--- config.mk ---
export PLATFORM = sky130hd
export DESIGN_NAME = alu_arbiter
export DESIGN_NICKNAME = d
export VERILOG_FILES = /design/src/rtl/alu_arbiter.sv
export SDC_FILE = /design/constraint.sdc
export NUM_CORES = 1
export LEC_CHECK = 0
export CELL_PAD_IN_SITES_DETAIL_PLACEMENT = 0
export CELL_PAD_IN_SITES_GLOBAL_PLACEMENT = 2
export CORE_ASPECT_RATIO = 1.5
export CORE_MARGIN = 10
export CORE_UTILIZATION = 29
export DETAILED_ROUTE_END_ITERATION = 10
export GPL_TIMING_DRIVEN = 1
export PLACE_DENSITY = 0.89
export SYNTH_ARGS = -nofsm -noshare
export SYNTH_HDL_FRONTEND = slang
export SYNTH_SLANG_ARGS = --single-unit
--- constraint.sdc ---
create_clock -name clk -period 4.7 [get_ports clk]
set_input_delay 1.175 -clock clk [delete_from_list [all_inputs] [get_ports clk]]
set_output_delay 1.175 -clock clk [all_outputs]
set_load 0.005 [all_outputs]
--- src/rtl/alu_arbiter.sv ---
// Two-requester round-robin front end for a small registered ALU.
// One operation in flight at a time: accept in IDLE, compute in EXEC, hold in RESP.
module alu_arbiter #(
    parameter int word_size = 16
) (
    input  logic                 clk,
    input  logic                 rst,
    input  logic                 req0_valid,
    input  logic [1:0]           req0_op,
    input  logic [word_size-1:0] req0_a,
    input  logic [word_size-1:0] req0_b,
    output logic                 req0_ready,
    input  logic                 req1_valid,
    input  logic [1:0]           req1_op,
    input  logic [word_size-1:0] req1_a,
    input  logic [word_size-1:0] req1_b,
    output logic                 req1_ready,
    output logic                 resp_valid,
    input  logic                 resp_ready,
    output logic                 resp_id,
    output logic [word_size-1:0] result,
    output logic                 zero,
    output logic                 busy
);

    // state | meaning
    // IDLE  | waiting for a request; grants one requester combinationally
    // EXEC  | computing on the captured operands
    // RESP  | result presented until the consumer accepts it
    typedef enum logic [1:0] {
        IDLE = 2'd0,
        EXEC = 2'd1,
        RESP = 2'd2
    } state_t;

    localparam logic [1:0] OP_ADD = 2'b00;
    localparam logic [1:0] OP_SUB = 2'b01;
    localparam logic [1:0] OP_AND = 2'b10;

    state_t               state;
    logic                 last_grant;
    logic                 cap_id;
    logic [1:0]           cap_op;
    logic [word_size-1:0] cap_a;
    logic [word_size-1:0] cap_b;

    logic                 grant_any;
    logic                 grant_id;
    logic                 grant_en;
    logic [word_size-1:0] alu_out;

    // With both valid the requester that did not win last time goes first.
    always_comb begin
        grant_any = req0_valid | req1_valid;
        grant_id  = 1'b0;
        if (req0_valid && req1_valid)
            grant_id = ~last_grant;
        else if (req1_valid)
            grant_id = 1'b1;
    end

    assign grant_en   = !rst && (state == IDLE) && grant_any;
    assign req0_ready = grant_en && !grant_id;
    assign req1_ready = grant_en && grant_id;
    assign busy       = (state != IDLE);

    always_comb begin
        alu_out = '0;
        case (cap_op)
            OP_ADD:  alu_out = cap_a + cap_b;
            OP_SUB:  alu_out = cap_a - cap_b;
            OP_AND:  alu_out = cap_a & cap_b;
            default: alu_out = cap_a | cap_b;
        endcase
    end

    always_ff @(posedge clk or posedge rst) begin
        if (rst) begin
            state      <= IDLE;
            last_grant <= 1'b1;
            cap_id     <= 1'b0;
            cap_op     <= 2'b00;
            cap_a      <= '0;
            cap_b      <= '0;
            resp_valid <= 1'b0;
            resp_id    <= 1'b0;
            result     <= '0;
            zero       <= 1'b0;
        end else begin
            case (state)
                IDLE: begin
                    if (grant_any) begin
                        state      <= EXEC;
                        last_grant <= grant_id;
                        cap_id     <= grant_id;
                        cap_op     <= grant_id ? req1_op : req0_op;
                        cap_a      <= grant_id ? req1_a  : req0_a;
                        cap_b      <= grant_id ? req1_b  : req0_b;
                    end
                end
                EXEC: begin
                    state      <= RESP;
                    result     <= alu_out;
                    zero       <= (alu_out == '0);
                    resp_id    <= cap_id;
                    resp_valid <= 1'b1;
                end
                RESP: begin
                    if (resp_ready) begin
                        state      <= IDLE;
                        resp_valid <= 1'b0;
                    end
                end
                default: begin
                    state      <= IDLE;
                    resp_valid <= 1'b0;
                end
            endcase
        end
    end

endmodule

Yosys cells after proc, flatten, opt, wreduce, memory -nomap -nowiden
Index checks and enable logic that the tools add are counted.
{"block": "word_totals", "ff_bits": 57, "latch_bits": 0, "ramBits": 0, "mem_bits_ro": 0, "inputBits": 73, "out_inout_bits": 22, "wordCells": 48, "mem_count": 0}
{"block": "classes", "add_sub_neg": 2, "mul": 0, "div": 0, "order_cmp": 0, "eq_ne": 6, "n_shift": 0, "n_mux": 11, "bitwise_logic": 5, "n_reduce_logical": 14}
{"op": "one-hot mux 16 bit (3 select lines)", "count": 1}
{"op": "two-way mux 16 bit", "count": 2}
{"op": "adder 16 bit", "count": 1}
{"op": "bitwise AND 16 bit", "count": 1}
{"op": "zero test 16 bit", "count": 1}
{"op": "bitwise OR 16 bit", "count": 1}
{"op": "subtractor 16 bit", "count": 1}
{"op": "two-way mux 2 bit", "count": 3}
{"op": "one-hot mux 2 bit (3 select lines)", "count": 1}
{"op": "AND reduction 2 bit", "count": 3}
{"op": "logical AND 1 bit", "count": 5}
{"op": "== test 2 x 1 -> 1 bit, second input constant", "count": 2}
{"op": "== test 2 bit, second input constant", "count": 2}
{"op": "zero test 2 bit", "count": 2}
{"op": "!= test 2 bit, second input constant", "count": 2}
{"op": "two-way mux 1 bit", "count": 3}
{"op": "one-hot mux 1 bit (3 select lines)", "count": 1}
{"op": "zero test 1 bit", "count": 2}
{"op": "inverter 1 bit", "count": 2}
{"op": "nonzero test 2 bit", "count": 1}
{"op": "bitwise OR 1 bit", "count": 1}

Depth between registers and ports, before layout
Gate-level depths: netlist of the first run.
{"block": "depth", "depth_word": 4, "depth_mapped": 17, "depth_no_buf": 17}

Least setup slack after synthesis of the first run
Ideal clock, no wire load.
{"block": "synth_path", "path_kind": "reg2reg", "startpoint": "register cap_op[0]", "endpoint": "register result[15]", "setup_ps": 133, "t_arrival_ps": 3453, "required_ps": 4567, "path_slack_ps": 1114, "stages_incl_launch_ff": 17, "n_path_buf": 3, "period_less_slack_ps": 3586, "cell_sequence": "dfrtp_1 clkbuf_1 clkbuf_1 nor2b_1 clkbuf_1 nor2_1 xnor2_1 ha_1 nor3_1 nor2_2 o21a_2 a21oi_2 o31ai_4 mux2i_1 o41ai_2 o311a_1 o21ai_1"}
{"block": "synth_between", "elab_chain_len": 2, "word_cells_on_any_way": 4, "cone_classes": "2 x eq/ne; 1 x mux; 1 x reduce/logical"}
{"item": "from (decl)", "line_no": "43", "text": "logic [1:0] cap_op;"}
{"item": "from (signal assigned)", "line_no": "96", "text": "cap_op <= grant_id ? req1_op : req0_op;"}
{"item": "== test 2 bit (tied with other cells)", "line_no": "69", "text": "case (cap_op)"}
{"item": "one-hot mux 16 bit (3 select lines) (*)", "line_no": "69"}
{"item": "to (signal assigned)", "line_no": "103", "text": "result <= alu_out;"}
{"item": "to (decl)", "line_no": "21", "text": "output logic [word_size-1:0] result,"}
Every way passes the cells marked *; elsewhere a longest branch is shown, timed or not.
A chain may end at the register's enable or synchronous reset.

Worst setup path after layout of the first run
{"block": "layout_path", "startpoint": "register cap_op[1]", "endpoint": "register zero"}
{"block": "layout_between", "elab_chain_len": 3, "word_cells_on_any_way": 5, "cone_classes": "2 x eq/ne; 1 x mux; 2 x reduce/logical"}
{"item": "== test 2 bit (tied with other cells)", "line_no": "69"}
{"item": "one-hot mux 16 bit (3 select lines) (*)", "line_no": "69"}
{"item": "zero test 16 bit (*)", "line_no": "104", "text": "zero <= (alu_out == '0);"}
{"item": "to (signal assigned)", "line_no": "104"}
{"item": "to (decl)", "line_no": "22", "text": "output logic zero,"}
Marked as above.

==> qor.yml, run 1 <==
status: "completed"
critical_path_buf_inv_count: 1
ys_seq_area_frac: 0.3747
die_w_um: 113.6
peakVddDrop_mv: 0.3137
skew_ns: 0.007664
numCtsBuffers: 9
place_area_um2: 4915
nNetsFinal: 619
max_freq_ghz: 0.2654
viasPerCell: 4.975
grt_max_degree: 36
hold_viol: 0
dr.pass1.iters: 5
synth-main-ff-cell: "dfrtp_1"
grt_pass1_vias: 3584
tightest_slew_ns: 0.9732
finalNonFillerCells: 690
clock_latency_ns: 0.33
fin_util: 0.4023
startpoint_type: "register"
period_share: 0.8017
hp-class: "register to register"
leakage_nw: 2.270
cts_root_buf: "clkbuf_16"
synth_cell_types: 64
cts_tree: "built"
totalNegativeSetupSlack_ns: 0
syn2layout_area_growth_pct: 36.78
synth_seq_cells: 57
netlist_top_cells_area: "dfrtp_1 (37%), nor2_1 (6.1%), ha_1 (5.9%)"
start_util: 0.2941
grt.overflow.total: 0
crit_type: "register to register"
diodes: 0
rows: 51
syn_inst: 437
grt_pass1_wl_um: 17920
worstPathRequired_ns: 4.95
coreArea_um2: 12950
cts_hold_buf: 0
cts_resized: 0
place_inst: 675
fin_crit_ns: 3.768
grt_usage: 0.1199
synth_warnings: 0
async_flop_share: 1.000
die_h_um: 160.4
wl_um: 10990
cp_slowest_stage_delay_ns: 0.51
slew_headroom: 0.3496
clkSinkCount: 57
route.detailed.drc: 0
cp-end-kind: "register"
dieArea_um2: 18220
syn-num-nets: 529
synth_largest_area_cell: "dfrtp_1"
cpMostUsedCell: "nor2b_1"
synth_top_cell_area_share: 0.3678
stdcell_area_um2: 5211
grt_setup_unrepaired: "false"
synth_area_um2: 3810
clk_pin_slew_worst_paths_ns: 0.05
setup_viol: 0
synth_common_cells: "nor2_1 (62), dfrtp_1 (56), nand2_1 (38)"
routabilityCongestion: 0.8612
arrival_ns: 4.02
maxCapViolations: 0
path_max_fanout: 28
slew_viol_final: 0
io_pins: 95
power_mw: 4.951
powerDensity_nw_per_um2: 950.1
port_buffers: 94
clockBufferDepth: 2
h-tree-depth: 3
drt-initial-drc-count: 204
num_vias: 3433
dp_hpwl_um: 9064
avgSynthCellArea_um2: 8.718
ant_nets: 0
drive_gt1_frac: 0.07533
antenna_found_initial: 0
crit_family: "simple AND/OR/NAND/NOR gates"
yosys.cell_count.top_type: "nor2_1"
synth_edf_count: 0
critPathSlowestCell: "nor2b_1"
post_cts_buffers: 0
cp_cell_sequence: "buf_4 > nor2b_1 > nor2_1 > xnor2_1 > ha_1 > nor2b_1 > o31ai_1 > a31o_1 > a21boi_2 > o22ai_1 > mux2_1 > nor4_1 > nand4_1 > o21ai_1"
routedWlPerCell_um: 15.93
[registers in the layout (all words and copies together) (netlist names)]
name        flops
cap_a          16
cap_b          16
result         16
cap_op          2
state           2
cap_id          1
last_grant      1
resp_id         1
resp_valid      1
zero            1
[final cells by class]
class | count | area (µm²)
clock buffers | 12 | 256.5
flip-flops and latches | 57 | 1428
inverters | 32 | 120.1
repair buffers | 102 | 1001
fillers | 1323 | 7742
multi-input cells | 325 | 2167
clock inverters | 3 | 40.04
well taps | 159 | 198.9
[per-layer routing]
metal | vias up | share of wire | track usage
met5 | - | 0 | 0
met4 | 0 | 0.023 | 0.05498
met3 | 17 | 0.050 | 0.02908
met2 | 88 | 0.49 | 0.2008
met1 | 1580 | 0.43 | 0.1396
li1 | 1748 | - | -
[layout by cell type, fill, tap and decap left out, types with 2 or more instances in the layout]
cell type and instances:
dfrtp_1 56, a21oi_1 17, o211a_1 2, o22ai_1 21
a211oi_1 5, mux2_2 4, o21a_1 4, maj3_1 12
nor4_1 2, o21ai_0 18, or3_1 3, nand2_1 38
nand3_1 7, a222oi_1 14, and3_1 5, mux2i_1 5
nor3_1 6, clkdlybuf4s50_1 94, a21o_1 5, and2_2 2
nor2b_1 5, nand3b_1 2, a32oi_1 2, clkbuf_16 9
xnor2_1 10, o21ai_1 6, nor2_1 62, inv_1 31
buf_4 8, o31ai_1 7, nand4_1 3, clkinv_2 2
ha_1 18, xor2_1 11, clkbuf_8 2
[path summary, 6_finish.rpt]
kind / slack, ns / depth (start not counted) / to / startpoint
min in group asynchronous: 1.36 / 2 / cap_b[12]$_DFFE_PP0P_ / rst
worst max register to register: 0.93 / 14 / zero$_DFFE_PP0P_ / cap_op[1]$_DFFE_PP0P_
worst min register to register: 0.48 / 2 / result[7]$_DFFE_PP0P_ / result[7]$_DFFE_PP0P_
worst min-delay path: 0.48 / 2 / result[7]$_DFFE_PP0P_ / result[7]$_DFFE_PP0P_
worst max-delay path: 0.93 / 14 / zero$_DFFE_PP0P_ / cap_op[1]$_DFFE_PP0P_
max in group asynchronous: 2.55 / 3 / result[13]$_DFFE_PP0P_ / rst
[worst register-to-register path, stage by stage, from the launching register on]
cell and delay [ns]:
dfrtp_1 0.38, buf_4 0.23, nor2b_1 0.53, nor2_1 0.11, xnor2_1 0.15, ha_1 0.32, nor2b_1 0.17, o31ai_1 0.42
a31o_1 0.27, a21boi_2 0.08, o22ai_1 0.14, mux2_1 0.36, nor4_1 0.28, nand4_1 0.13, o21ai_1 0.13
[metrics by stage]
stage | setup slack (ns) | hold WS, ns
floorplan | 1.114 | 0.4622
global placement | 1.037 | 0.4628
detailed placement | 0.9858 | 0.4788
CTS | 0.9576 | 0.4896
global route | 0.6388 | 0.5081
finish | 0.9319 | 0.4774
[cells by family (layout without fill, tap and decap cells)]
family,after synthesis,count (layout),synth area share
AND/OR/NAND/NOR,145,145,0.1741
AO/OA/AOI/OAI,118,118,0.2227
XOR/XNOR,21,21,0.04827
flip-flops,57,57,0.3747
adder cells (fa/ha/maj),31,31,0.09590
buffers and inverters,55,149,0.05649
multiplexers,10,10,0.02791
[report_power, final]
group,switching [mW],total (mW),internal (mW)
Sequential,0.250,0.992,0.741
Clock,0.213,0.646,0.433
Combinational,1.78,3.31,1.53
Note: power is estimated with default switching activity, not from simulation.
==> inputs of run 2 (changes only) <==
CORE_UTILIZATION = 26   (was 29)
PLACE_DENSITY = 0.85   (was 0.89)
clock period = 3.1 ns   (was 4.7 ns; I/O delays follow)
==> qor.yml, run 2 (synthesis gave the netlist of run 1 again) <==
antenna_found_initial: 0
drive_gt1_frac: 0.2483
setup_viol: 4
final_common_cell: "clkdlybuf4s50_1"
maxCapViolations: 0
max_freq_ghz: 0.3074
startpoint_type: "register"
wl_um: 12250
grt_pass1_vias: 4004
hold_viol: 0
routabilityCongestion: 0.8548
grt_pass1_wl_um: 19950
period_share: 1.049
cts_root_buf: "clkbuf_16"
grt_usage: 0.1218
worstPathRequired_ns: 3.31
io_pins: 95
grt_setup_unrepaired: "true"
port_buffers: 94
r2r-start: "cap_b[1]$_DFFE_PP0P_"
clkSinkCount: 57
clk_pin_slew_worst_paths_ns: 0.05
worstHoldPathCells: 1
viasPerCell: 4.683
reg2regPathDepth: 17
fin_crit_ns: 3.253
route.detailed.drc: 0
stdcell_area_um2: 6071
dr.pass1.iters: 5
routedWlPerCell_um: 15.39
status: "complete, but fails checks"
postLayoutSetupSlackWorst_ns: -0.1526
hold_path_startpoint: "result[3]$_DFFE_PP0P_"
min_delay_worst_endpoint: "result[3]$_DFFE_PP0P_"
fin_util: 0.4199
die_w_um: 118.8
critPathSlowestCell: "dfrtp_1"
clockBufferDepth: 2
cp_slowest_stage_delay_ns: 0.42
die_h_um: 168.3
numCtsBuffers: 9
start_util: 0.2635
path_max_fanout: 5
cts_tree: "built"
grt_max_degree: 58
final_cell_mix: "clkdlybuf4s50_1 (94), buf_4 (71), nor2_1 (58)"
skew_ns: 0.007585
slew_headroom: 0.5118
tightest_slew_ns: 0.7323
finalNonFillerCells: 796
cp-end-kind: "register"
cts_hold_buf: 0
num_vias: 3728
grt.overflow.total: 0
reg2reg_setup_slack_ns: -0.15
syn2layout_area_growth_pct: 59.34
place_area_um2: 5385
dp_hpwl_um: 9937
ant_nets: 0
hp-class: "register to register"
place_inst: 764
slew_viol_final: 0
clock_latency_ns: 0.33
nNetsFinal: 687
dieArea_um2: 20000
crit_type: "register to register"
whs_ns: 0.4716
reg2reg_to: "result[15]$_DFFE_PP0P_"
h-tree-depth: 3
diodes: 0
cp_cell_sequence: "inv_2 > ha_4 > nand2_4 > nor2_4 > nand2_2 > o31ai_4 > xor2_2 > ha_1 > inv_2 > o21bai_4 > or3_4 > a21oi_4 > o31ai_4 > and3_4 > o41ai_4 > o311a_1 > o21ai_1"
rows: 54
coreArea_um2: 14460
drt-initial-drc-count: 266
reg.largest.list: "cap_a x16, cap_b x16, result x16"
violations: "setup timing"
arrival_ns: 3.46
run 2: changes by cell type in the layout (fill, tap and decap cells not counted), sizes merged:
| cell | delta |
|---|---|
| clkinv | -1 |
| clkbuf | +1 |
| bufinv | +1 |
| buf | +68 |
run 2: worst max-delay path by stage:
stage | end | startpoint | cells past startpoint | slack (ns)
2_1_floorplan | result[15]$_DFFE_PP0P_ | cap_op[0]$_DFFE_PP0P_ | 16 | -0.08
3_3_place_gp | zero$_DFFE_PP0P_ | cap_b[0]$_DFFE_PP0P_ | 18 | -0.20
3_5_place_dp | result[15]$_DFFE_PP0P_ | cap_b[0]$_DFFE_PP0P_ | 17 | -0.34
4_1_cts | zero$_DFFE_PP0P_ | cap_b[1]$_DFFE_PP0P_ | 18 | -0.26
5_1_grt | zero$_DFFE_PP0P_ | cap_b[1]$_DFFE_PP0P_ | 18 | -0.40
6_report | result[15]$_DFFE_PP0P_ | cap_b[1]$_DFFE_PP0P_ | 17 | -0.15
run 2: what timing repair did:
action,4_1_cts,5_1_grt
cloned,0,0
buffers inserted,5,11
pin swaps,7,24
resized for setup,19,37
endpoints found under the setup margin,5,7
run 2: area by class of cell:
cell class,instances,area (µm²)
Inverter,32,120.1
Clock inverter,3,65.06
Timing Repair Buffer,170,1530
Tap cell,196,245.2
Clock buffer,13,250.2
Fill cell,1460,8388
Multi-Input combinational cell,325,2432
Sequential cell,57,1428
run 2: layer usage:
layer,vias to the layer above,share of wire,global-route usage
met2,81,0.54,0.2234
met5,-,0,0
met1,1752,0.41,0.1316
met4,0,0.013,0.04422
li1,1886,-,-
met3,9,0.045,0.02980
run 2: worst max-delay path, delay by kind of cell, from the launching register on:
family	cells	cell delay (ns)
and+or+nand+nor	5	0.77
DFF	1	0.42
AOI/OAI and AO/OA	7	1.16
buffers and inverters	2	0.19
xor gates and xnor gates	1	0.17
adders and majority gates	2	0.43
run 2: through the flow:
stage | setup WS [ns] | TNS, ns
after floorplan | -0.08174 | -0.1565
after global placement | -0.2019 | -0.3958
after detailed placement | -0.3445 | -0.7743
after CTS | -0.2578 | -0.4914
after global routing | -0.3951 | -1.307
final | -0.1526 | -0.4967
Power of run 2 is not shown: default switching activity piles up to over one toggle a cycle in this logic, so the estimate is an artifact.
